**src/rtl/rgals_ratio_scheduler.sv**
```systemverilog
// rtl/rgals_ratio_scheduler.sv - RGALS left/right divided-clock tick scheduler
// Ratio changes land only on a hyperperiod boundary so both domains stay phase-aligned.
module rgals_ratio_scheduler #(
  parameter int p_div_width         = 4,
  parameter int p_default_left_div  = 3,
  parameter int p_default_right_div = 5
) (
  input  logic                   clk,
  input  logic                   clk_reset_n,
  input  logic                   en,
  input  logic                   cfg_val,
  output logic                   cfg_rdy,
  input  logic [p_div_width-1:0] cfg_left_div,
  input  logic [p_div_width-1:0] cfg_right_div,
  output logic                   cfg_err,
  output logic                   tick_left,
  output logic                   tick_right,
  output logic                   window,
  output logic [p_div_width-1:0] phase_left,
  output logic [p_div_width-1:0] phase_right,
  output logic [1:0]             state
);

  typedef enum logic [1:0] {
    st_idle  = 2'd0,
    st_run   = 2'd1,
    st_drain = 2'd2
  } state_t;

  localparam logic [p_div_width-1:0] one   = p_div_width'(1);
  localparam logic [p_div_width-1:0] def_l = p_div_width'(p_default_left_div);
  localparam logic [p_div_width-1:0] def_r = p_div_width'(p_default_right_div);

  state_t                 st_q, st_d;
  logic [p_div_width-1:0] div_l_q, div_l_d, div_r_q, div_r_d;
  logic [p_div_width-1:0] pend_l_q, pend_l_d, pend_r_q, pend_r_d;
  logic                   pend_vld_q, pend_vld_d;
  logic [p_div_width-1:0] cnt_l_q, cnt_l_d, cnt_r_q, cnt_r_d;
  logic                   err_q, err_d;

  logic                   at_end_l, at_end_r, boundary, accept, legal, take;
  logic [p_div_width-1:0] cnt_l_inc, cnt_r_inc;

  assign at_end_l  = (cnt_l_q == div_l_q - one);
  assign at_end_r  = (cnt_r_q == div_r_q - one);
  assign boundary  = (st_q != st_idle) && at_end_l && at_end_r;
  assign accept    = cfg_val && cfg_rdy;
  assign legal     = (|cfg_left_div) && (|cfg_right_div);
  assign take      = accept && legal;
  // Each counter wraps on its own; at the boundary both land on 0 together.
  assign cnt_l_inc = at_end_l ? '0 : cnt_l_q + one;
  assign cnt_r_inc = at_end_r ? '0 : cnt_r_q + one;

  always_ff @(posedge clk or negedge clk_reset_n) begin
    if (!clk_reset_n) begin
      st_q       <= st_idle;
      div_l_q    <= def_l;
      div_r_q    <= def_r;
      pend_l_q   <= '0;
      pend_r_q   <= '0;
      pend_vld_q <= 1'b0;
      cnt_l_q    <= '0;
      cnt_r_q    <= '0;
      err_q      <= 1'b0;
    end else begin
      st_q       <= st_d;
      div_l_q    <= div_l_d;
      div_r_q    <= div_r_d;
      pend_l_q   <= pend_l_d;
      pend_r_q   <= pend_r_d;
      pend_vld_q <= pend_vld_d;
      cnt_l_q    <= cnt_l_d;
      cnt_r_q    <= cnt_r_d;
      err_q      <= err_d;
    end
  end

  always_comb begin
    st_d       = st_q;
    div_l_d    = div_l_q;
    div_r_d    = div_r_q;
    pend_l_d   = pend_l_q;
    pend_r_d   = pend_r_q;
    pend_vld_d = pend_vld_q;
    cnt_l_d    = cnt_l_q;
    cnt_r_d    = cnt_r_q;
    err_d      = accept && !legal;
    case (st_q)
      st_idle: begin
        cnt_l_d = '0;
        cnt_r_d = '0;
        if (take) begin
          div_l_d = cfg_left_div;
          div_r_d = cfg_right_div;
        end
        if (en) st_d = st_run;
      end
      st_run: begin
        cnt_l_d = cnt_l_inc;
        cnt_r_d = cnt_r_inc;
        if (boundary) begin
          st_d = en ? st_run : st_idle;
          if (take) begin
            div_l_d = cfg_left_div;
            div_r_d = cfg_right_div;
          end
        end else if (take) begin
          pend_l_d   = cfg_left_div;
          pend_r_d   = cfg_right_div;
          pend_vld_d = 1'b1;
          st_d       = st_drain;
        end
      end
      st_drain: begin
        cnt_l_d = cnt_l_inc;
        cnt_r_d = cnt_r_inc;
        if (boundary) begin
          if (pend_vld_q) begin
            div_l_d = pend_l_q;
            div_r_d = pend_r_q;
          end
          pend_vld_d = 1'b0;
          st_d       = en ? st_run : st_idle;
        end
      end
      default: st_d = st_idle;
    endcase
  end

  always_comb begin
    tick_left   = (st_q != st_idle) && (cnt_l_q == '0);
    tick_right  = (st_q != st_idle) && (cnt_r_q == '0);
    window      = tick_left && tick_right;
    phase_left  = cnt_l_q;
    phase_right = cnt_r_q;
    cfg_rdy     = (st_q != st_drain);
    cfg_err     = err_q;
    state       = st_q;
  end

endmodule
```
**config.mk**
```make
export PLATFORM = sky130hd
export DESIGN_NAME = rgals_ratio_scheduler
export DESIGN_NICKNAME = d
export VERILOG_FILES = /design/src/rtl/rgals_ratio_scheduler.sv
export SDC_FILE = /design/constraint.sdc
export NUM_CORES = 1
export LEC_CHECK = 0
export CAP_MARGIN = 30
export CORE_ASPECT_RATIO = 0.9
export CORE_MARGIN = 2
export CORE_UTILIZATION = 46
export DETAILED_ROUTE_END_ITERATION = 10
export GPL_ROUTABILITY_DRIVEN = 0
export PLACE_DENSITY = 0.69
export SLEW_MARGIN = 5
export SYNTH_ARGS = -nofsm -noshare
export SYNTH_HDL_FRONTEND = slang
export SYNTH_SLANG_ARGS = --single-unit
```
**constraint.sdc**
```tcl
create_clock -name clk -period 6.2 [get_ports clk]
set_input_delay 1.24 -clock clk [delete_from_list [all_inputs] [get_ports clk]]
set_output_delay 1.24 -clock clk [all_outputs]
set_load 0.02 [all_outputs]
```
[Yosys cells after proc, flatten, opt, wreduce, memory -nomap -nowiden]
Index checks and enable logic that the tools add are counted.
Operators by class
  add/subtract/negate cells: 4
  eq/ne operators: 12
  mux-type cells: 24
  bitwise operators: 1
  reductions and logical operators: 24
Operator list (number)
  $mux 4: 10
  $pmux 4 s3: 2
  $pmux 4 s2: 2
  $ne 2x2->1 const B: 7
  $logic_and 1x1->1: 9
  $add 4x1->4 const B: 2
  $eq 4x4->1: 2
  $logic_not 4->1: 2
  $mux 2: 4
  $reduce_and 4->1: 2
  $reduce_or 4->1: 2
  $sub 4x1->4 const B: 2
  $pmux 2 s3: 1
  $reduce_and 3->1: 2
  $reduce_bool 2->1: 3
  $mux 1: 4
  $ne 3x3->1 const B: 1
  $reduce_bool 3->1: 1
  $eq 2x1->1 const B: 1
  $eq 2x2->1 const B: 1
  $logic_not 2->1: 1
  $pmux 1 s2: 1
  $reduce_or 2->1: 1
  $logic_not 1->1: 1
  $not 1->1: 1
Word-level totals
  register bits after elaboration: 28
  input port bits: 12
  output and inout port bits: 15
  word-level logic and storage cells: 74

[Longest topological paths before layout]
  word-level depth: 6
  mapped depth: 9
  mapped depth without buffers: 8

[Least setup slack after synthesis]
No wires, ideal clock.
  path kind: reg2out
  start: register st_q[0], in the netlist state[0]
  end: output port window
  arrival time: 2.082 ns
  data required time: 4.960 ns
  path slack: 2.878 ns
  stages on the path, launching flop included: 5
  buffers on the path: 0
  cells stage by stage: dfrtp_1 -> inv_1 -> ha_1 -> nor4b_1 -> and2_1
On the way
  cells in the longest elaborated chain, start to end: 3
  elaborated cells between the ends (all ways): 4
  those cells by class: reduce/logical (4)
Ends and longest elaborated chain
  start: declaration: line 34  | state_t st_q, st_d;
  start signal: assignment: line 56  | st_q <= st_idle;
  start signal: assignment: line 66  | st_q <= st_d;
  $reduce_bool 2->1: line 132  | tick_right = (st_q != st_idle) && (cnt_r_q == '0);
  $logic_and 1x1->1: line 132
  named net tick_right: line 17  | output logic tick_right,
  $logic_and 1x1->1: line 133  | window = tick_left && tick_right;
  end: declaration: line 18  | output logic window,
The timed path passes the listed nets, and every way through them passes these cells.

[Worst setup path after layout]
  start: register st_q[1], in the netlist state[1]
  end: output port window
On the way
  cells in the longest elaborated chain, start to end: 3
  elaborated cells between the ends (all ways): 4
  those cells by class: reduce/logical (4)
Ends and longest elaborated chain (line)
  $reduce_bool 2->1 (*): 131, 132
  $logic_and 1x1->1 (on tied branches): 131, 132
  $logic_and 1x1->1 (*): 133
Mark *: on every way between the ends. The rest lies on a longest branch, timed or not.

==> metrics.md <==
| Metric | Value |
|---|---|
| Status | finished, final reports clean |
| Syn Std Cell Area | 1673 µm² |
| Rows | 20 |
| Syn_nets | 173 |
| Fin. Hold Viols | 0 |
| Die height | 61.21 µm |
| Via density | 5.401 |
| WL met2 | 1822 µm |
| WL final | 3523 µm |
| Critical path class | flip-flop to output port |
| Part of the Yosys area used for sequential elements | 42.18% |
| Vias in the first global route | 1314 |
| Synth cell types | 39 |
| Io pins | 27 |
| Top sig layer | met4 |
| Initial antenna violation count | 0 |
| VDD IR max | 0.2797 mV |
| CTS Root Cell | clkbuf_8 |
| CTS clock-pin slew for the worst setup and hold paths | 110 ps |
| Drt first pass iters | 4 |
| Pwr dens | 532.6 nW/µm² |
| DRC Markers | 0 |
| Period utilization | 58.81% |
| RSZ-0062 raised after global routing | no |
| Final HPWL from detailed placement | 2647 µm |
| DR WL met3 | 116 µm |
| PortBufs | 26 |
| Avg Inst Size Synth | 11.08 µm² |
| Relative slew slack | 61.14% |
| Ys Warns | 0 |
| Iter 0 DRT Violations | 78 |
| Crit path DAT | 2410 ps |
| Max-cap violations | 0 |
| Core Region | 3428 µm² |
| CTS max path bufs | 2 |
| Synthesis-stage register bit count | 28 |
| Final setup fails | 0 |
| Hold Path Class | flip-flop to flip-flop |
| CP Capture Type | output port |
| Most frequent cells in the layout | clkdlybuf4s50_1 (26), dfrtp_1 (24), inv_1 (13), nand2_1 (13) |
| GRT Util Overall | 20.33% |
| Startpoint types | flip-flop |
| Largest net degree at the start of global routing | 29 |
| Die area | 4136 µm² |
| Gate Count Post-Synth | 151 |
| Max-slew violations | 0 |
| Final hold slack | 519.1 ps |
| Critical Path Fanout Max | 7 |
| Clock buffer count from CTS | 3 |
| CTS sink cnt | 28 |
| Power Total | 1.088 mW |
| Leak Pwr | 0.9177 nW |
| Slew @ Worst Pin | 582.8 ps |
| Post-CTS sizing | 0 |
| Data required, critical path | 4960 ps |
| ANT nets after route | 0 |
| Total global routing overflow | 0 |
| Hold buffers post-CTS | 0 |
| Clk_skew | 17.36 ps |
| F_max | 0.2743 GHz |
| Total number of vias | 1199 |
| Setup TNS | 0 ps |
| Routed len/inst | 15.87 µm |
| DRT met1 WL | 1559 µm |
| H-tree depth | 1 |
| Fin nets | 201 |
| Share of cells above drive strength 1 | 17.42% |
| Fin crit period | 3646 ps |
| Initial Utilization | 48.80% |
| Skew-Pair Late Insertion Delay | 280 ps |
| ANT cells | 0 |
| Area Growth Syn to Fin | 22.14% |
| Setup Fix Bufs, Post-CTS | 0 |
| TritonCTS clock tree | built |
| Die width | 67.57 µm |
| Most common cell after layout, fill and taps aside | clkdlybuf4s50_1 |
| First-pass GRT wire length | 6134 µm |
[logic make-up after synthesis]
| kind of cell | Yosys count | synth area share, % |
|---|---|---|
| multiplexers | 24 | 17.35 |
| adder cells (fa/ha/maj) | 10 | 7.479 |
| flip-flops | 28 | 42.18 |
| XOR/XNOR | 14 | 7.329 |
| AND/OR/NAND/NOR | 34 | 11.82 |
| AO/OA/AOI/OAI | 24 | 9.499 |
| buffers and inverters | 17 | 4.337 |
[routing by layer]
layer  GRT usage [%]  vias to the layer above
li1                -                      587
met1           24.45                      589
met2           36.97                       21
met3           4.022                        2
met4           6.122                        0
met5               0                        -
[report_power, final]
part | internal (mW) | switching, mW
clock | 0.0865 | 0.0581
sequential | 0.270 | 0.0734
combinational | 0.295 | 0.305
total | 0.652 | 0.437
[synth_stat cells (all sizes together)]
cell | count | share of area (%)
nor2 | 2 | 0.45
o211ai | 1 | 0.45
dfrtp | 24 | 36
xor2 | 10 | 5.2
o21bai | 2 | 0.90
nor4 | 1 | 0.75
and2 | 1 | 0.37
nor3b | 2 | 0.90
mux2 | 16 | 13
a21oi | 6 | 1.8
nand3 | 3 | 0.90
nand4 | 1 | 0.75
mux2i | 8 | 4.8
buf | 3 | 1.2
ha | 10 | 7.5
o21a | 2 | 0.90
o32a | 1 | 0.60
o41ai | 1 | 0.52
a32o | 1 | 0.60
nor3 | 3 | 0.90
nor4b | 2 | 1.0
nor2b | 1 | 0.37
or4b | 1 | 0.60
o31ai | 1 | 0.45
nand2 | 13 | 2.9
o21ai | 6 | 1.8
or4 | 2 | 1.0
dfstp | 4 | 6.3
or3 | 1 | 0.45
xnor2 | 4 | 2.1
clkbuf | 1 | 0.22
nand2b | 1 | 0.37
a311oi | 1 | 0.52
a21o | 2 | 0.97
inv | 13 | 2.9
[sequential cells by signal, summed over array words and instances, names as in the netlist]
signal and flops:
div_r_q 4, cfg_err 1, phase_left 4, phase_right 4, div_l_q 4, pend_l_q 4, pend_vld_q 1, pend_r_q 4
state 2
[area by class of cell]
| cell class | instances | area (µm²) |
|---|---|---|
| clock buffer | 3 | 41.29 |
| sequential | 28 | 705.7 |
| tap | 44 | 55.05 |
| fill | 283 | 1385 |
| timing repair buffer | 27 | 267.8 |
| multi-input combinational | 106 | 894.6 |
| clock inverter | 1 | 30.03 |
| inverter | 13 | 48.80 |
[stage by stage]
step	area (µm²)	utilization, %	instances	setup WS [ps]
global placement	1972	57.52	218	2823
global route	2043	59.60	222	2340
detailed placement	1972	57.52	218	2731
CTS	2043	59.60	222	2519
finish	2043	59.60	222	2554
floorplan	1673	-	151	2878
[path summary, 6_finish.rpt]
check                              endpoint        start  cells after the start  slack [ps]
worst max-delay path                 window     state[1]                      5        2550
worst min-delay path            pend_l_q[2]  pend_l_q[2]                      1         520
worst max register to register  pend_r_q[3]   div_r_q[0]                      7        3440
worst min register to register  pend_l_q[2]  pend_l_q[2]                      1         520
max in group asynchronous        div_l_q[1]  clk_reset_n                      2        4540
min in group asynchronous       pend_r_q[1]  clk_reset_n                      2        1330
[critical path, stage by stage, from the launching register on]
cell and delay, ps:
dfrtp_1 490, inv_1 100, ha_1 300, nor4b_1 450
and2_1 190, clkdlybuf4s50_1 600
(Power assumes the default switching activity.)
